### config.mk
export PLATFORM = sky130hd
export DESIGN_NAME = uart_tx_buffer
export DESIGN_NICKNAME = d
export VERILOG_FILES = /design/src/rtl/uart_pkg.sv /design/src/rtl/uart_tx_buffer_fifo.sv /design/src/rtl/uart_tx_buffer.sv
export SDC_FILE = /design/constraint.sdc
export NUM_CORES = 1
export LEC_CHECK = 0
export BUFFER_PORTS_ARGS = -buffer_cell sky130_fd_sc_hd__buf_2
export CAP_MARGIN = 0
export CORE_MARGIN = 2
export CORE_UTILIZATION = 50
export DETAILED_ROUTE_END_ITERATION = 10
export HOLD_SLACK_MARGIN = 0.08
export PLACE_DENSITY = 0.72
export SLEW_MARGIN = 40
export SYNTH_ARGS = -nofsm -noshare
export SYNTH_HDL_FRONTEND = slang
export SYNTH_SLANG_ARGS = --single-unit
export TNS_END_PERCENT = 1
### constraint.sdc
create_clock -name clk_i -period 3.5 [get_ports clk_i]
set_input_delay 0.175 -clock clk_i [delete_from_list [all_inputs] [get_ports clk_i]]
set_output_delay 0.175 -clock clk_i [all_outputs]
set_load 0.01 [all_outputs]
### src/rtl/uart_pkg.sv
// uart_pkg: definitions shared by the UART transmit path, receive path and
// their buffers.
//   UART_DATA_W  - width of one UART data frame payload
//   txb_state_e  - states of the transmit-buffer drain controller
package uart_pkg;

    localparam int UART_DATA_W = 8;

    typedef enum logic [1:0] {
        TXB_IDLE  = 2'd0,
        TXB_START = 2'd1,
        TXB_WAIT  = 2'd2
    } txb_state_e;

endpackage

### src/rtl/uart_tx_buffer_fifo.sv
// sync_fifo: single-clock circular-buffer FIFO with a separate occupancy
// counter, so full and empty never need pointer-based disambiguation.
// It is written to be reused for the receive-side buffer as well.
//   clk_i       in   system clock, rising edge
//   rst_ni      in   asynchronous reset, active low
//   push_i      in   enqueue request; ignored (and flagged) while full
//   push_data_i in   WIDTH-bit entry to enqueue
//   pop_i       in   dequeue request; ignored while empty
//   pop_data_o  out  entry at the read pointer (valid while not empty)
//   full_o      out  count == DEPTH, decoded from the count register
//   empty_o     out  count == 0, decoded from the count register
//   count_o     out  registered occupancy, 0..DEPTH
//   overflow_o  out  one-cycle pulse after a push attempted while full
module sync_fifo #(
    parameter int WIDTH = 8,
    parameter int DEPTH = 16
) (
    input  logic                     clk_i,
    input  logic                     rst_ni,
    input  logic                     push_i,
    input  logic [WIDTH-1:0]         push_data_i,
    input  logic                     pop_i,
    output logic [WIDTH-1:0]         pop_data_o,
    output logic                     full_o,
    output logic                     empty_o,
    output logic [$clog2(DEPTH):0]   count_o,
    output logic                     overflow_o
);

    localparam int ADDR_W = $clog2(DEPTH);
    localparam int CNT_W  = ADDR_W + 1;
    localparam logic [CNT_W-1:0] FULL_CNT = CNT_W'(DEPTH);

    logic [WIDTH-1:0]  mem_q [DEPTH];
    logic [ADDR_W-1:0] wr_ptr_q, wr_ptr_d;
    logic [ADDR_W-1:0] rd_ptr_q, rd_ptr_d;
    logic [CNT_W-1:0]  count_q, count_d;
    logic              overflow_q, overflow_d;
    logic              push_ok;
    logic              pop_ok;

    assign full_o     = (count_q == FULL_CNT);
    assign empty_o    = (count_q == {CNT_W{1'b0}});
    assign count_o    = count_q;
    assign overflow_o = overflow_q;
    assign pop_data_o = mem_q[rd_ptr_q];

    // Next-state for pointers, occupancy and the overflow flag.
    always_comb begin
        // full/empty are the pre-edge values: a same-cycle pop never rescues a push
        push_ok    = push_i & ~full_o;
        pop_ok     = pop_i & ~empty_o;
        overflow_d = push_i & full_o;

        // DEPTH is a power of two, so plain ADDR_W-bit increment wraps correctly
        if (push_ok) begin
            wr_ptr_d = wr_ptr_q + ADDR_W'(1);
        end else begin
            wr_ptr_d = wr_ptr_q;
        end

        if (pop_ok) begin
            rd_ptr_d = rd_ptr_q + ADDR_W'(1);
        end else begin
            rd_ptr_d = rd_ptr_q;
        end

        case ({push_ok, pop_ok})
            2'b10:   count_d = count_q + CNT_W'(1);
            2'b01:   count_d = count_q - CNT_W'(1);
            default: count_d = count_q;
        endcase
    end

    // Control state registers.
    always_ff @(posedge clk_i or negedge rst_ni) begin
        if (!rst_ni) begin
            wr_ptr_q   <= {ADDR_W{1'b0}};
            rd_ptr_q   <= {ADDR_W{1'b0}};
            count_q    <= {CNT_W{1'b0}};
            overflow_q <= 1'b0;
        end else begin
            wr_ptr_q   <= wr_ptr_d;
            rd_ptr_q   <= rd_ptr_d;
            count_q    <= count_d;
            overflow_q <= overflow_d;
        end
    end

    // Storage array; contents are don't-care until written, so no reset.
    always_ff @(posedge clk_i) begin
        if (push_ok) begin
            mem_q[wr_ptr_q] <= push_data_i;
        end
    end

endmodule

### src/rtl/uart_tx_buffer.sv
// uart_tx_buffer: byte FIFO plus drain controller feeding a UART transmitter
// one frame at a time. A byte is popped into the tx_data register, announced
// with a one-cycle tx_start pulse, and held until the transmitter's tx_done.
//   clk_i      in   system clock, rising edge
//   rst_ni     in   asynchronous reset, active low; discards buffered bytes
//   wr_en_i    in   write strobe; wr_data_i pushed if not full
//   wr_data_i  in   byte to enqueue
//   full_o     out  FIFO holds DEPTH bytes
//   empty_o    out  FIFO holds no bytes
//   count_o    out  FIFO occupancy, 0..DEPTH (excludes the byte in tx_data)
//   overflow_o out  one-cycle pulse: a write was dropped because FIFO was full
//   tx_start_o out  one-cycle pulse to the transmitter's start input
//   tx_data_o  out  byte for the transmitter, stable from tx_start to tx_done
//   tx_done_i  in   one-cycle pulse from the transmitter: frame complete
module uart_tx_buffer
    import uart_pkg::*;
#(
    parameter int DEPTH = 16
) (
    input  logic                   clk_i,
    input  logic                   rst_ni,
    input  logic                   wr_en_i,
    input  logic [UART_DATA_W-1:0] wr_data_i,
    output logic                   full_o,
    output logic                   empty_o,
    output logic [$clog2(DEPTH):0] count_o,
    output logic                   overflow_o,
    output logic                   tx_start_o,
    output logic [UART_DATA_W-1:0] tx_data_o,
    input  logic                   tx_done_i
);

    txb_state_e             state_q;
    logic                   tx_start_q;
    logic [UART_DATA_W-1:0] tx_data_q;
    logic [UART_DATA_W-1:0] fifo_rd_data;
    logic                   fifo_empty;
    logic                   fifo_pop;

    // The drain controller is the only consumer of the FIFO.
    assign fifo_pop   = (state_q == TXB_IDLE) & ~fifo_empty;
    assign empty_o    = fifo_empty;
    assign tx_start_o = tx_start_q;
    assign tx_data_o  = tx_data_q;

    sync_fifo #(
        .WIDTH (UART_DATA_W),
        .DEPTH (DEPTH)
    ) u_fifo (
        .clk_i       (clk_i),
        .rst_ni      (rst_ni),
        .push_i      (wr_en_i),
        .push_data_i (wr_data_i),
        .pop_i       (fifo_pop),
        .pop_data_o  (fifo_rd_data),
        .full_o      (full_o),
        .empty_o     (fifo_empty),
        .count_o     (count_o),
        .overflow_o  (overflow_o)
    );

    // Drain FSM with registered tx_start/tx_data; tx_done outside WAIT is ignored.
    always_ff @(posedge clk_i or negedge rst_ni) begin
        if (!rst_ni) begin
            state_q    <= TXB_IDLE;
            tx_start_q <= 1'b0;
            tx_data_q  <= {UART_DATA_W{1'b0}};
        end else begin
            case (state_q)
                TXB_IDLE: begin
                    if (!fifo_empty) begin
                        tx_data_q  <= fifo_rd_data;
                        tx_start_q <= 1'b1;
                        state_q    <= TXB_START;
                    end else begin
                        tx_start_q <= 1'b0;
                    end
                end
                TXB_START: begin
                    tx_start_q <= 1'b0;
                    state_q    <= TXB_WAIT;
                end
                TXB_WAIT: begin
                    tx_start_q <= 1'b0;
                    if (tx_done_i) begin
                        state_q <= TXB_IDLE;
                    end else begin
                        state_q <= TXB_WAIT;
                    end
                end
                default: begin
                    tx_start_q <= 1'b0;
                    state_q    <= TXB_IDLE;
                end
            endcase
        end
    end

endmodule

==> key figures <==
CTS
  – Post_cts resized: 0
  – Bufs on Longest Clock Path: 2
  – Clk_lat worst skew: 420 ps
  – CTS sink count: 153
  – CTS tree: done
  – CTS root buf: clkbuf_16
  – TritonCTS buffer count: 17
  – H-tree Lvls: 4
  – Clock transition at path regs: 60 ps

Yosys
  – Post-synth ARST share: 16.3%
  – Syn Inst Count: 322
  – Synth Net Count: 343
  – Synth Cell Area: 6200 um2
  – Seq/Total Area, Yosys: 72.1%
  – Post-Synth XOR/XNOR Area: 1.70%
  – Share of the synthesized area in the top cell type: 62.0%
  – Post-Syn Area per Cell: 19.2 um2
  – Post-synth top flop: edfxtp_1
  – Register bit count reported by yosys: 153
  – Synth cell count leaders: edfxtp_1 (128), mux4_2 (32), dfrtp_1 (25), nor2_1 (24), ha_1 (9)
  – Largest family of logic cells by synthesized area: multiplexers
  – Yosys warns: 0
  – Synth Area in Adders: 1.82%
  – Synth Area in Simple Gates: 4.28%
  – Post-synth EDFFs: 128
  – Top-count cell post-synth: edfxtp_1
  – Synth area leader: edfxtp_1
  – Unique cell type count in the Yosys netlist: 40
  – Mux contribution to synthesized area: 13.5%
  – Top cells by area, synth: edfxtp_1 (62%), mux4_2 (12%), dfrtp_1 (10%)
  – Compound-cell area share of the yosys netlist: 4.32%

STA
  – Skew final: 9.54 ps
  – Final critical-path share of the clock period: 74.6%
  – Final Max Slew Viols: 0
  – RSZ-0062 raised after global routing: false
  – WHS: 93.4 ps
  – Slew headroom: 44.8%
  – Fmax: 383 MHz
  – Fin Setup TNS: 0 ps
  – Fin crit period: 2610 ps
  – Slew @ Worst Pin: 825 ps
  – Final setup fails: 0
  – Hold Fails Final Rpt: 0

Setup path
  – CP Capture Type: flip-flop
  – Critical path class: flip-flop to flip-flop
  – Crit path DAT: 2950 ps
  – Max FO, Critical Path: 9
  – Critical path startpoint category: flip-flop
  – CP Data Required Time: 3840 ps

Routing
  – Post-DRT Antenna Nets: 0
  – Via-to-Cell Ratio: 5.52
  – Avg WL per Cell: 21.1 um
  – DRC viols: 0
  – WL final: 11.4 mm
  – Total vias in the final route: 2984
  – TritonRoute pass-1 iters: 4
  – Drt first-iter violations: 209

Final layout
  – Diodes inserted: 0
  – Util after Layout: 58.7%
  – Final Non-Filler Cells: 541
  – Ratio of cells with drive above 1 in the final layout: 31.4%
  – Area growth, synth to finish: 14.2%
  – Layout Nets: 381

Global route
  – Initial antenna violation count: 0
  – Total gr overflow: 0
  – Total Routing Usage GR: 19.1%
  – Largest net degree at the start of global routing: 34
  – Global-route wire length before repair: 17.9 mm
  – Vias in the first global route: 3104

Power and ir drop
  – Leakage: 2.43 nW
  – Power, Total: 6.11 mW
  – Worst IR drop on VDD: 313 uV
  – Power density cells: 864 nW/um2

Job
  – MaxCap Viol Count: 0

Die
  – Boundary Pins: 29
  – Starting Density: 51.4%
  – Row count: 40
  – DIE WIDTH: 115 um
  – Height of the die: 115 um
  – Die ar.: 13300 um2
  – Core ar.: 12100 um2

Run status
  – Outcome: finished, final reports clean

Placed design
  – Placed cell count: 507
  – PortBufs: 28
  – DP Wirelength: 7.52 mm
  – GPL Wtd Cong: 0.837

Worst hold path
  – HP Class: input port to flip-flop
## layer usage
metal	GRT usage (%)	vias up	wire length, um
met3	5.27	17	462
met4	7.23	0	179
li1	-	1362	-
met1	25.8	1543	5220
met2	30.1	62	5560
met5	0	-	0
## power breakdown
| group | switching (mW) | internal (mW) |
|---|---|---|
| clock | 0.666 | 1.03 |
| combinational | 0.956 | 0.877 |
| sequential | 0.301 | 2.28 |
## layout by cell type (no fill, tap or decap), types with 2 or more instances in the layout
cell           synthesis  layout
edfxtp_1             128     128
nand4_1                2       2
clkbuf_1               3       4
dlygate4sd3_1          0       2
mux4_2                32      32
xnor2_1                6       6
a221oi_2               8       8
dfrtp_1               25      24
nor2_1                24      17
mux2_2                 3       3
buf_2                  8      28
a21oi_1                2       2
o21a_1                 2       2
clkinvlp_4             0       2
inv_1                  3       3
clkbuf_16              0      17
buf_4                  2       9
nor3_1                 4       4
nand2_1                8       8
clkinv_2               0       3
o22ai_1                8       8
o21ai_0                2       2
nand2b_1               4       4
mux2i_1                8       8
nor2b_1                2       2
clkinv_1               0       4
nor2_2                 0       7
bufinv_16              0       2
xor2_1                 6       6
and2_1                 2       2
ha_1                   9       9
## registers in the layout (all words and copies together) (netlist names)
signal / flops
tx_data_o: 8
u_fifo.overflow_o: 1
state_q: 2
u_fifo.rd_ptr_q: 4
u_fifo.count_o: 5
tx_start_o: 1
u_fifo.wr_ptr_q: 4
u_fifo.mem_q: 128
## worst max-delay path, stage by stage, from the launching register on
cell and delay (ps):
dfrtp_1 540, nor3_4 120, a21boi_2 350, inv_1 110
ha_1 310, xor2_1 180, ha_1 240, o21a_1 180
o21a_1 170, o32ai_1 160, xor2_1 170
## layout make-up
type	count	area, um2
Inverter	3	11.3
Multi-Input combinational cell	146	1610
Clock inverter	11	105
Clock buffer	21	440
Fill cell	870	4990
Tap cell	168	210
Sequential cell	153	4470
Timing Repair Buffer	39	228
## path summary, 6_finish.rpt
| kind | from | to | slack (ps) | cells after the start |
|---|---|---|---|---|
| max in group asynchronous | rst_ni | u_fifo.rd_ptr_q[1] | 2800 | 2 |
| min | tx_done_i | state_q[1] | 90 | 3 |
| min in group asynchronous | rst_ni | u_fifo.count_o[3] | 280 | 2 |
| min reg2reg | u_fifo.count_o[4] | u_fifo.count_o[4] | 520 | 1 |
| max reg2reg | u_fifo.count_o[2] | u_fifo.count_o[4] | 890 | 10 |
| max | u_fifo.count_o[2] | u_fifo.count_o[4] | 890 | 10 |
## cell families (layout without fill, tap and decap cells)
family / after synthesis / in the layout
AO/OA/AOI/OAI: 29 / 29
multiplexers: 43 / 43
XOR/XNOR: 12 / 12
AND/OR/NAND/NOR: 53 / 53
flip-flops: 153 / 153
buffers and inverters: 23 / 74
adder cells (fa/ha/maj): 9 / 9
## per-stage QoR
stage / setup WS (ps) / area, um2
6_report: 891 / 7080
5_1_grt: 651 / 7080
4_1_cts: 904 / 7060
3_5_place_dp: 924 / 6500
3_3_place_gp: 1040 / 6490
2_1_floorplan: 946 / 6200
## what timing repair did
item / 4_1_cts / 5_1_grt
buffers inserted: 0 / 0
hold buffers: 2 / 0
hold endpoints to repair: 26 / 0
Note: power is estimated with default switching activity, not from simulation.
